$ cat src/rtl/k12a_lcd_pkg.sv
// k12a_lcd_pkg: shared types, constants and helpers for the k12a LCD write sequencer.
// Provides the sequencer state enum, the power-up command ROM, status bit indices,
// the clear/home long-delay predicate and a constant max helper for sizing the timer.
package k12a_lcd_pkg;
    typedef enum logic [2:0] {IDLE, SETUP, ENABLE, HOLD, WAIT, INIT_WAIT} state_t;
    localparam int STATUS_BUSY = 0;
    localparam int STATUS_FULL = 1;
    localparam int STATUS_OVF  = 2;
    localparam int INIT_LEN = 6;
    // Byte 0 sits in the low bits: 38,38,38,0C,01,06 in issue order
    localparam logic [8*INIT_LEN-1:0] INIT_SEQ = {8'h06, 8'h01, 8'h0C, 8'h38, 8'h38, 8'h38};
    // Clear display (01) and return home (02/03) need the long execution wait
    function automatic logic is_long_cmd(input logic rs, input logic [7:0] data);
        return !rs && data[7:2] == 6'h00 && data != 8'h00;
    endfunction
    function automatic int max2(input int a, input int b);
        return a > b ? a : b;
    endfunction
endpackage

$ cat src/rtl/k12a_lcd_ctrl_if.sv
// k12a_lcd_ctrl_if: CPU-side push/status bus plus the panel pins of the LCD sequencer.
// master: drives push, push_rs, push_data, clear_overflow; observes status and lcd_* pins.
// slave:  the sequencer; samples the push side and drives status and lcd_* pins.
interface k12a_lcd_ctrl_if;
    logic       push;
    logic       push_rs;
    logic [7:0] push_data;
    logic       clear_overflow;
    logic [7:0] status;
    logic       lcd_rs;
    logic       lcd_rw;
    logic       lcd_en;
    logic [7:0] lcd_data;
    modport master (
        output push, push_rs, push_data, clear_overflow,
        input  status, lcd_rs, lcd_rw, lcd_en, lcd_data
    );
    modport slave (
        input  push, push_rs, push_data, clear_overflow,
        output status, lcd_rs, lcd_rw, lcd_en, lcd_data
    );
endinterface

$ cat src/rtl/k12a_lcd_fifo.sv
// k12a_lcd_fifo: synchronous FIFO, DEPTH a power of two; caller must not push when full or pop when empty.
// Ports: clk, rst (sync, active-high), push/din, pop/dout (show-ahead head), count, full, empty.
module k12a_lcd_fifo #(
    parameter int DEPTH = 4,
    parameter int WIDTH = 9
) (
    input  logic                     clk,
    input  logic                     rst,
    input  logic                     push,
    input  logic                     pop,
    input  logic [WIDTH-1:0]         din,
    output logic [WIDTH-1:0]         dout,
    output logic [$clog2(DEPTH):0]   count,
    output logic                     full,
    output logic                     empty
);
    localparam int AW = $clog2(DEPTH);
    localparam int CW = AW + 1;
    logic [WIDTH-1:0] mem [DEPTH];
    logic [AW-1:0]    wr_ptr, rd_ptr;
    assign dout  = mem[rd_ptr];
    assign full  = count == CW'(DEPTH);
    assign empty = count == '0;
    always_ff @(posedge clk) begin
        if (rst) begin
            wr_ptr <= '0;
            rd_ptr <= '0;
            count  <= '0;
        end else begin
            if (push) begin
                mem[wr_ptr] <= din;
                wr_ptr      <= wr_ptr + 1'b1;
            end
            if (pop) rd_ptr <= rd_ptr + 1'b1;
            count <= count + CW'(push) - CW'(pop);
        end
    end
endmodule

$ cat src/rtl/k12a_lcd_ctrl.sv
// k12a_lcd_ctrl: HD44780 write sequencer replaying FIFO'd {rs,data} bytes as timed LCD write cycles.
// Ports: cpu_clock; reset (sync, active-high); bus (slave) carrying push/push_rs/push_data/clear_overflow
//        in and status {5'h0,overflow,full,busy}, lcd_rs, lcd_rw (tied 0), lcd_en, lcd_data out.
// Build option: K12A_LCD_INIT_EN makes reset wait INIT_DELAY_CYCLES and then replay the panel
//        power-up commands from ROM before draining the FIFO.
module k12a_lcd_ctrl
    import k12a_lcd_pkg::*;
#(
    parameter int FIFO_DEPTH        = 4,
    parameter int SETUP_CYCLES      = 2,
    parameter int EN_CYCLES         = 12,
    parameter int HOLD_CYCLES       = 2,
    parameter int CMD_DELAY_CYCLES  = 2000,
    parameter int LONG_DELAY_CYCLES = 80000,
    parameter int INIT_DELAY_CYCLES = 200000
) (
    input  logic           cpu_clock,
    input  logic           reset,
    k12a_lcd_ctrl_if.slave bus
);
    localparam int MAXD = max2(max2(max2(SETUP_CYCLES, EN_CYCLES), max2(HOLD_CYCLES, CMD_DELAY_CYCLES)),
                               max2(LONG_DELAY_CYCLES, INIT_DELAY_CYCLES));
    localparam int TW = $clog2(MAXD) + 1;
    localparam int CW = $clog2(FIFO_DEPTH) + 1;
    // Each state runs for N cycles: timer is loaded with N-1 on entry and the state exits at zero
    localparam logic [TW-1:0] T_SETUP = TW'(SETUP_CYCLES - 1);
    localparam logic [TW-1:0] T_EN    = TW'(EN_CYCLES - 1);
    localparam logic [TW-1:0] T_HOLD  = TW'(HOLD_CYCLES - 1);
    localparam logic [TW-1:0] T_CMD   = TW'(CMD_DELAY_CYCLES - 1);
    localparam logic [TW-1:0] T_LONG  = TW'(LONG_DELAY_CYCLES - 1);
    localparam logic [TW-1:0] T_INIT  = TW'(INIT_DELAY_CYCLES - 1);
    state_t          state;
    logic [TW-1:0]   timer;
    logic            overflow, lcd_rs, lcd_en, full, empty, pop;
    logic [7:0]      lcd_data;
    logic [8:0]      head;
    logic [CW-1:0]   count;
`ifdef K12A_LCD_INIT_EN
    logic [2:0]      init_idx;
`endif
    assign pop          = state == IDLE && !empty;
    assign bus.lcd_rs   = lcd_rs;
    assign bus.lcd_rw   = 1'b0;
    assign bus.lcd_en   = lcd_en;
    assign bus.lcd_data = lcd_data;
    always_comb begin
        bus.status              = 8'h00;
        bus.status[STATUS_BUSY] = state != IDLE || count != '0;
        bus.status[STATUS_FULL] = full;
        bus.status[STATUS_OVF]  = overflow;
    end
    // A push while full is dropped here, even if the sequencer pops in the same cycle
    k12a_lcd_fifo #(.DEPTH(FIFO_DEPTH), .WIDTH(9)) fifo (
        .clk   (cpu_clock),
        .rst   (reset),
        .push  (bus.push && !full),
        .pop   (pop),
        .din   ({bus.push_rs, bus.push_data}),
        .dout  (head),
        .count (count),
        .full  (full),
        .empty (empty)
    );
    always_ff @(posedge cpu_clock) begin
        if (reset) begin
`ifdef K12A_LCD_INIT_EN
            state    <= INIT_WAIT;
            timer    <= T_INIT;
            init_idx <= 3'd0;
`else
            state    <= IDLE;
            timer    <= '0;
`endif
            overflow <= 1'b0;
            lcd_en   <= 1'b0;
            lcd_rs   <= 1'b0;
            lcd_data <= 8'h00;
        end else begin
            // An overflowing push beats a simultaneous clear
            overflow <= (bus.push && full) || (overflow && !bus.clear_overflow);
            if (timer != '0) begin
                timer <= timer - 1'b1;
            end else begin
                case (state)
                    IDLE: if (!empty) begin
                        {lcd_rs, lcd_data} <= head;
                        state              <= SETUP;
                        timer              <= T_SETUP;
                    end
                    SETUP: begin
                        state  <= ENABLE;
                        timer  <= T_EN;
                        lcd_en <= 1'b1;
                    end
                    ENABLE: begin
                        state  <= HOLD;
                        timer  <= T_HOLD;
                        lcd_en <= 1'b0;
                    end
                    HOLD: begin
                        state <= WAIT;
                        timer <= is_long_cmd(lcd_rs, lcd_data) ? T_LONG : T_CMD;
                    end
`ifdef K12A_LCD_INIT_EN
                    // Power-up wait and every init write's WAIT both fall through to the next ROM byte
                    WAIT, INIT_WAIT: if (init_idx != 3'(INIT_LEN)) begin
                        {lcd_rs, lcd_data} <= {1'b0, INIT_SEQ[{init_idx, 3'b000} +: 8]};
                        init_idx           <= init_idx + 3'd1;
                        state              <= SETUP;
                        timer              <= T_SETUP;
                    end else begin
                        state <= IDLE;
                    end
`else
                    WAIT: state <= IDLE;
`endif
                    default: state <= IDLE;
                endcase
            end
        end
    end
endmodule
$ cat src/flat_wrapper.sv
// flat-port wrapper written by rule: the top's interface ports become plain ports
module k12a_lcd_ctrl_flat import k12a_lcd_pkg::*;
#(
    parameter int FIFO_DEPTH        = 4,
    parameter int SETUP_CYCLES      = 2,
    parameter int EN_CYCLES         = 12,
    parameter int HOLD_CYCLES       = 2,
    parameter int CMD_DELAY_CYCLES  = 2000,
    parameter int LONG_DELAY_CYCLES = 80000,
    parameter int INIT_DELAY_CYCLES = 200000
)
  (cpu_clock, reset, bus_push, bus_push_rs, bus_push_data, bus_clear_overflow, bus_status, bus_lcd_rs, bus_lcd_rw, bus_lcd_en, bus_lcd_data);
  k12a_lcd_ctrl_if bus_i ();
  input  logic cpu_clock;
  input  logic reset;
  input wire logic [$bits(bus_i.push)-1:0] bus_push;
  input wire logic [$bits(bus_i.push_rs)-1:0] bus_push_rs;
  input wire logic [$bits(bus_i.push_data)-1:0] bus_push_data;
  input wire logic [$bits(bus_i.clear_overflow)-1:0] bus_clear_overflow;
  output wire logic [$bits(bus_i.status)-1:0] bus_status;
  output wire logic [$bits(bus_i.lcd_rs)-1:0] bus_lcd_rs;
  output wire logic [$bits(bus_i.lcd_rw)-1:0] bus_lcd_rw;
  output wire logic [$bits(bus_i.lcd_en)-1:0] bus_lcd_en;
  output wire logic [$bits(bus_i.lcd_data)-1:0] bus_lcd_data;
  assign bus_i.push = bus_push;
  assign bus_i.push_rs = bus_push_rs;
  assign bus_i.push_data = bus_push_data;
  assign bus_i.clear_overflow = bus_clear_overflow;
  assign bus_status = bus_i.status;
  assign bus_lcd_rs = bus_i.lcd_rs;
  assign bus_lcd_rw = bus_i.lcd_rw;
  assign bus_lcd_en = bus_i.lcd_en;
  assign bus_lcd_data = bus_i.lcd_data;
  k12a_lcd_ctrl #(.FIFO_DEPTH(FIFO_DEPTH), .SETUP_CYCLES(SETUP_CYCLES), .EN_CYCLES(EN_CYCLES), .HOLD_CYCLES(HOLD_CYCLES), .CMD_DELAY_CYCLES(CMD_DELAY_CYCLES), .LONG_DELAY_CYCLES(LONG_DELAY_CYCLES), .INIT_DELAY_CYCLES(INIT_DELAY_CYCLES)) u_core (.cpu_clock(cpu_clock), .reset(reset), .bus(bus_i));
endmodule
$ cat config.mk
export PLATFORM = sky130hd
export DESIGN_NAME = k12a_lcd_ctrl_flat
export DESIGN_NICKNAME = d
export VERILOG_FILES = /design/src/rtl/k12a_lcd_pkg.sv /design/src/rtl/k12a_lcd_ctrl_if.sv /design/src/rtl/k12a_lcd_fifo.sv /design/src/rtl/k12a_lcd_ctrl.sv /design/src/flat_wrapper.sv
export SDC_FILE = /design/constraint.sdc
export NUM_CORES = 1
export LEC_CHECK = 0
export ABC_CLOCK_PERIOD_IN_PS = 6180
export BUFFER_PORTS_ARGS = -buffer_cell sky130_fd_sc_hd__buf_2
export CAP_MARGIN = 20
export CORE_ASPECT_RATIO = 1.4
export CORE_UTILIZATION = 40
export DETAILED_ROUTE_END_ITERATION = 10
export MAX_ROUTING_LAYER = met4
export PLACE_DENSITY_LB_ADDON = 0.05
export SKIP_LAST_GASP = 1
export SLEW_MARGIN = 20
export SYNTH_ARGS = -nofsm -noshare
export SYNTH_HDL_FRONTEND = slang
export SYNTH_SLANG_ARGS = --single-unit
$ cat constraint.sdc
create_clock -name cpu_clock -period 6.18 [get_ports cpu_clock]
set_input_delay 0.618 -clock cpu_clock [delete_from_list [all_inputs] [get_ports cpu_clock]]
set_output_delay 0.618 -clock cpu_clock [all_outputs]
set_load 0.1 [all_outputs]
==> results.json <==
{
  "status": "complete, no violations",
  "drive_above_1_share": 0.241,
  "setup_violations": 0,
  "post_cts_resized": 0,
  "critPathCaptureType": "flip-flop",
  "root_buffer": "clkbuf_16",
  "diodes": 0,
  "clk_pin_slew_ns": 0.06,
  "rsz0062_at_grt": "no",
  "max-slew-margin-rel": 0.347,
  "area_growth_pct": 10.9,
  "cts_tree": "built",
  "synth_area_leaders": "edfxtp_1, dfxtp_1, mux4_2, o31ai_2, ha_1",
  "htree_levels": 3,
  "drc": 0,
  "drt_iter0_markers": 90,
  "grt_overflow": 0,
  "numCtsBuffers": 9,
  "hpwlAfterDp_um": 5140,
  "post-place-ws_ns": 3.32,
  "drv_cap": 0,
  "vias_per_cell": 5.59,
  "leakage_nw": 1.40,
  "setup_slack_ns": 3.32,
  "ys_types": 60,
  "clk_path_buf_depth": 2,
  "syn_inst": 299,
  "max-vdd-ir-drop_v": 0.000293,
  "worstSetupPathType": "flip-flop to flip-flop",
  "routed_wl_um": 7450,
  "powerDensity_nw_per_um2": 586,
  "cts_hold_buf": 0,
  "antenna_found_initial": 0,
  "drv_slew": 0,
  "avgSynthCellArea_um2": 12.0,
  "drtAntennaViolNets": 0,
  "ys_warn_count": 0,
  "gp_congestion": 0.768,
  "synth_top_area_share": 0.303,
  "hold_viol": 0,
  "clock-sinks": 76,
  "async_flop_share": 0,
  "setup.worst_path.start_class": "flip-flop",
  "die_h_um": 114,
  "routedWlPerCell_um": 17.5,
  "cp.required_ns": 6.38,
  "skew_ns": 0.00399,
  "critical_path.max_fanout": 11,
  "post_cts.repair.setup_buffers": 0,
  "fin_total_pwr_w": 0.00232,
  "nNetsFinal": 337,
  "fmax_mhz": 349,
  "start_util": 0.415,
  "clock_latency_ns": 0.33,
  "portBuffers": 25,
  "synth_enable_flop_cells": 36,
  "hp-class": "flip-flop to flip-flop",
  "yosysTopAreaCell": "edfxtp_1",
  "arrival_ns": 3.07,
  "fin_setup_tns_ns": 0,
  "fp.coreArea_um2": 8610,
  "first_pass_iters": 4,
  "dieArea_um2": 9320,
  "vias": 2377,
  "grt_pass1_wl_um": 12000,
  "period_needed_ns": 2.86,
  "synth_ff_type": "dfxtp_1",
  "synth_area_um2": 3570,
  "grt_pass1_vias": 2330,
  "fp-row-count": 40,
  "grtUsageTotal": 0.181,
  "post-route-period-util": 0.463,
  "synth_top_cells_by_count": "dfxtp_1, edfxtp_1, a21oi_1, nor2_1",
  "ys_ff_latch": 76,
  "tightest_slew_ns": 0.976,
  "grt_max_degree": 43,
  "synth-seq-area-share": 0.527,
  "ioPinCount": 32,
  "fillers": 825,
  "die_w_um": 81.9,
  "yosysMostFrequentCell": "dfxtp_1"
}
-- cells by family (layout without fill, tap and decap cells) --
group / Yosys count / in the layout / synth area share
fa+ha+maj: 9 / 9 / 0.0336
xor+xnor: 7 / 7 / 0.0172
mux: 11 / 11 / 0.0627
buf+inv: 38 / 54 / 0.0564
compound gates: 65 / 65 / 0.136
flops: 76 / 76 / 0.527
simple gates: 92 / 92 / 0.167
other cells: 1 / 6 / 0.00105
-- power breakdown --
part | leakage [nW] | switching [W] | internal [W]
Clock | 0.129 | 0.000195 | 0.000267
Sequential | 0.654 | 0.000119 | 0.000629
Combinational | 0.612 | 0.000763 | 0.000348
-- per-stage QoR --
step                      hold WS, ns  area (um2)  utilization  std cells
final                           0.487        3960        0.460        425
after global routing            0.494        3960        0.460        425
after CTS                       0.488        3960        0.460        425
after detailed placement        0.480        3700        0.430        409
after global placement          0.470        3700        0.430        409
after floorplan                 0.451        3590            -        304
-- worst max-delay path: stages (launching register included) --
cell     delay, ns
dfxtp_1       0.43
nor3_1        0.11
or4_1         0.70
inv_2         0.29
ha_1          0.26
inv_1         0.05
ha_1          0.12
inv_1         0.04
fa_1          0.37
xor2_1        0.17
xnor2_1       0.13
nor2_1        0.05
-- flip-flops by register name, indices dropped and copies added, names as in the netlist --
name	cells
u_core.bus.lcd_data	8
u_core.bus.lcd_en	1
u_core.bus.lcd_rs	1
u_core.fifo.count	3
u_core.fifo.mem	36
u_core.fifo.rd_ptr	2
u_core.fifo.wr_ptr	2
u_core.overflow	1
u_core.state	3
u_core.timer	19
-- layout by cell type (no fill, tap or decap), types with 6 or more instances in the layout --
cell type | netlist | routed
dfxtp_1 | 40 | 40
edfxtp_1 | 36 | 36
buf_2 | 5 | 25
nor2_1 | 17 | 17
a21oi_1 | 17 | 17
inv_1 | 11 | 11
nand4_1 | 11 | 11
o31ai_2 | 10 | 10
a31oi_1 | 10 | 10
mux4_2 | 9 | 9
clkbuf_16 | 0 | 9
or4_1 | 8 | 8
ha_1 | 8 | 8
nor3_1 | 7 | 7
or3_1 | 6 | 6
conb_1 | 1 | 6
-- area by class of cell --
class,count,area (um2),area share
Multi-Input combinational cell,190,1510,0.381
Clock buffer,10,229,0.0578
Clock inverter,6,31.3,0.00789
Timing Repair Buffer,26,133,0.0335
Sequential cell,76,1880,0.475
Tap cell,105,131,0.0332
Inverter,12,45.0,0.0114
-- metal layers --
metal  share of wire  track usage  up-vias  wire length (um)
met1            0.41        0.202     1151              3080
met4           0.028       0.0959        0               209
met3           0.022       0.0296       17               167
met5               0            -        -                 0
li1                -            -     1174                 -
met2            0.54        0.303       35              3990
-- final timing paths --
check | startpoint | end | slack (ns) | cells after the start
setup / recovery | u_core.fifo.count[1] | u_core.fifo.count[2] | 3.32 | 11
hold / removal | u_core.bus.lcd_data[0] | u_core.bus.lcd_data[0] | 0.49 | 2
setup reg to reg | u_core.fifo.count[1] | u_core.fifo.count[2] | 3.32 | 11
hold reg to reg | u_core.bus.lcd_data[0] | u_core.bus.lcd_data[0] | 0.49 | 2
No activity file was read; power rests on OpenSTA's default activity.
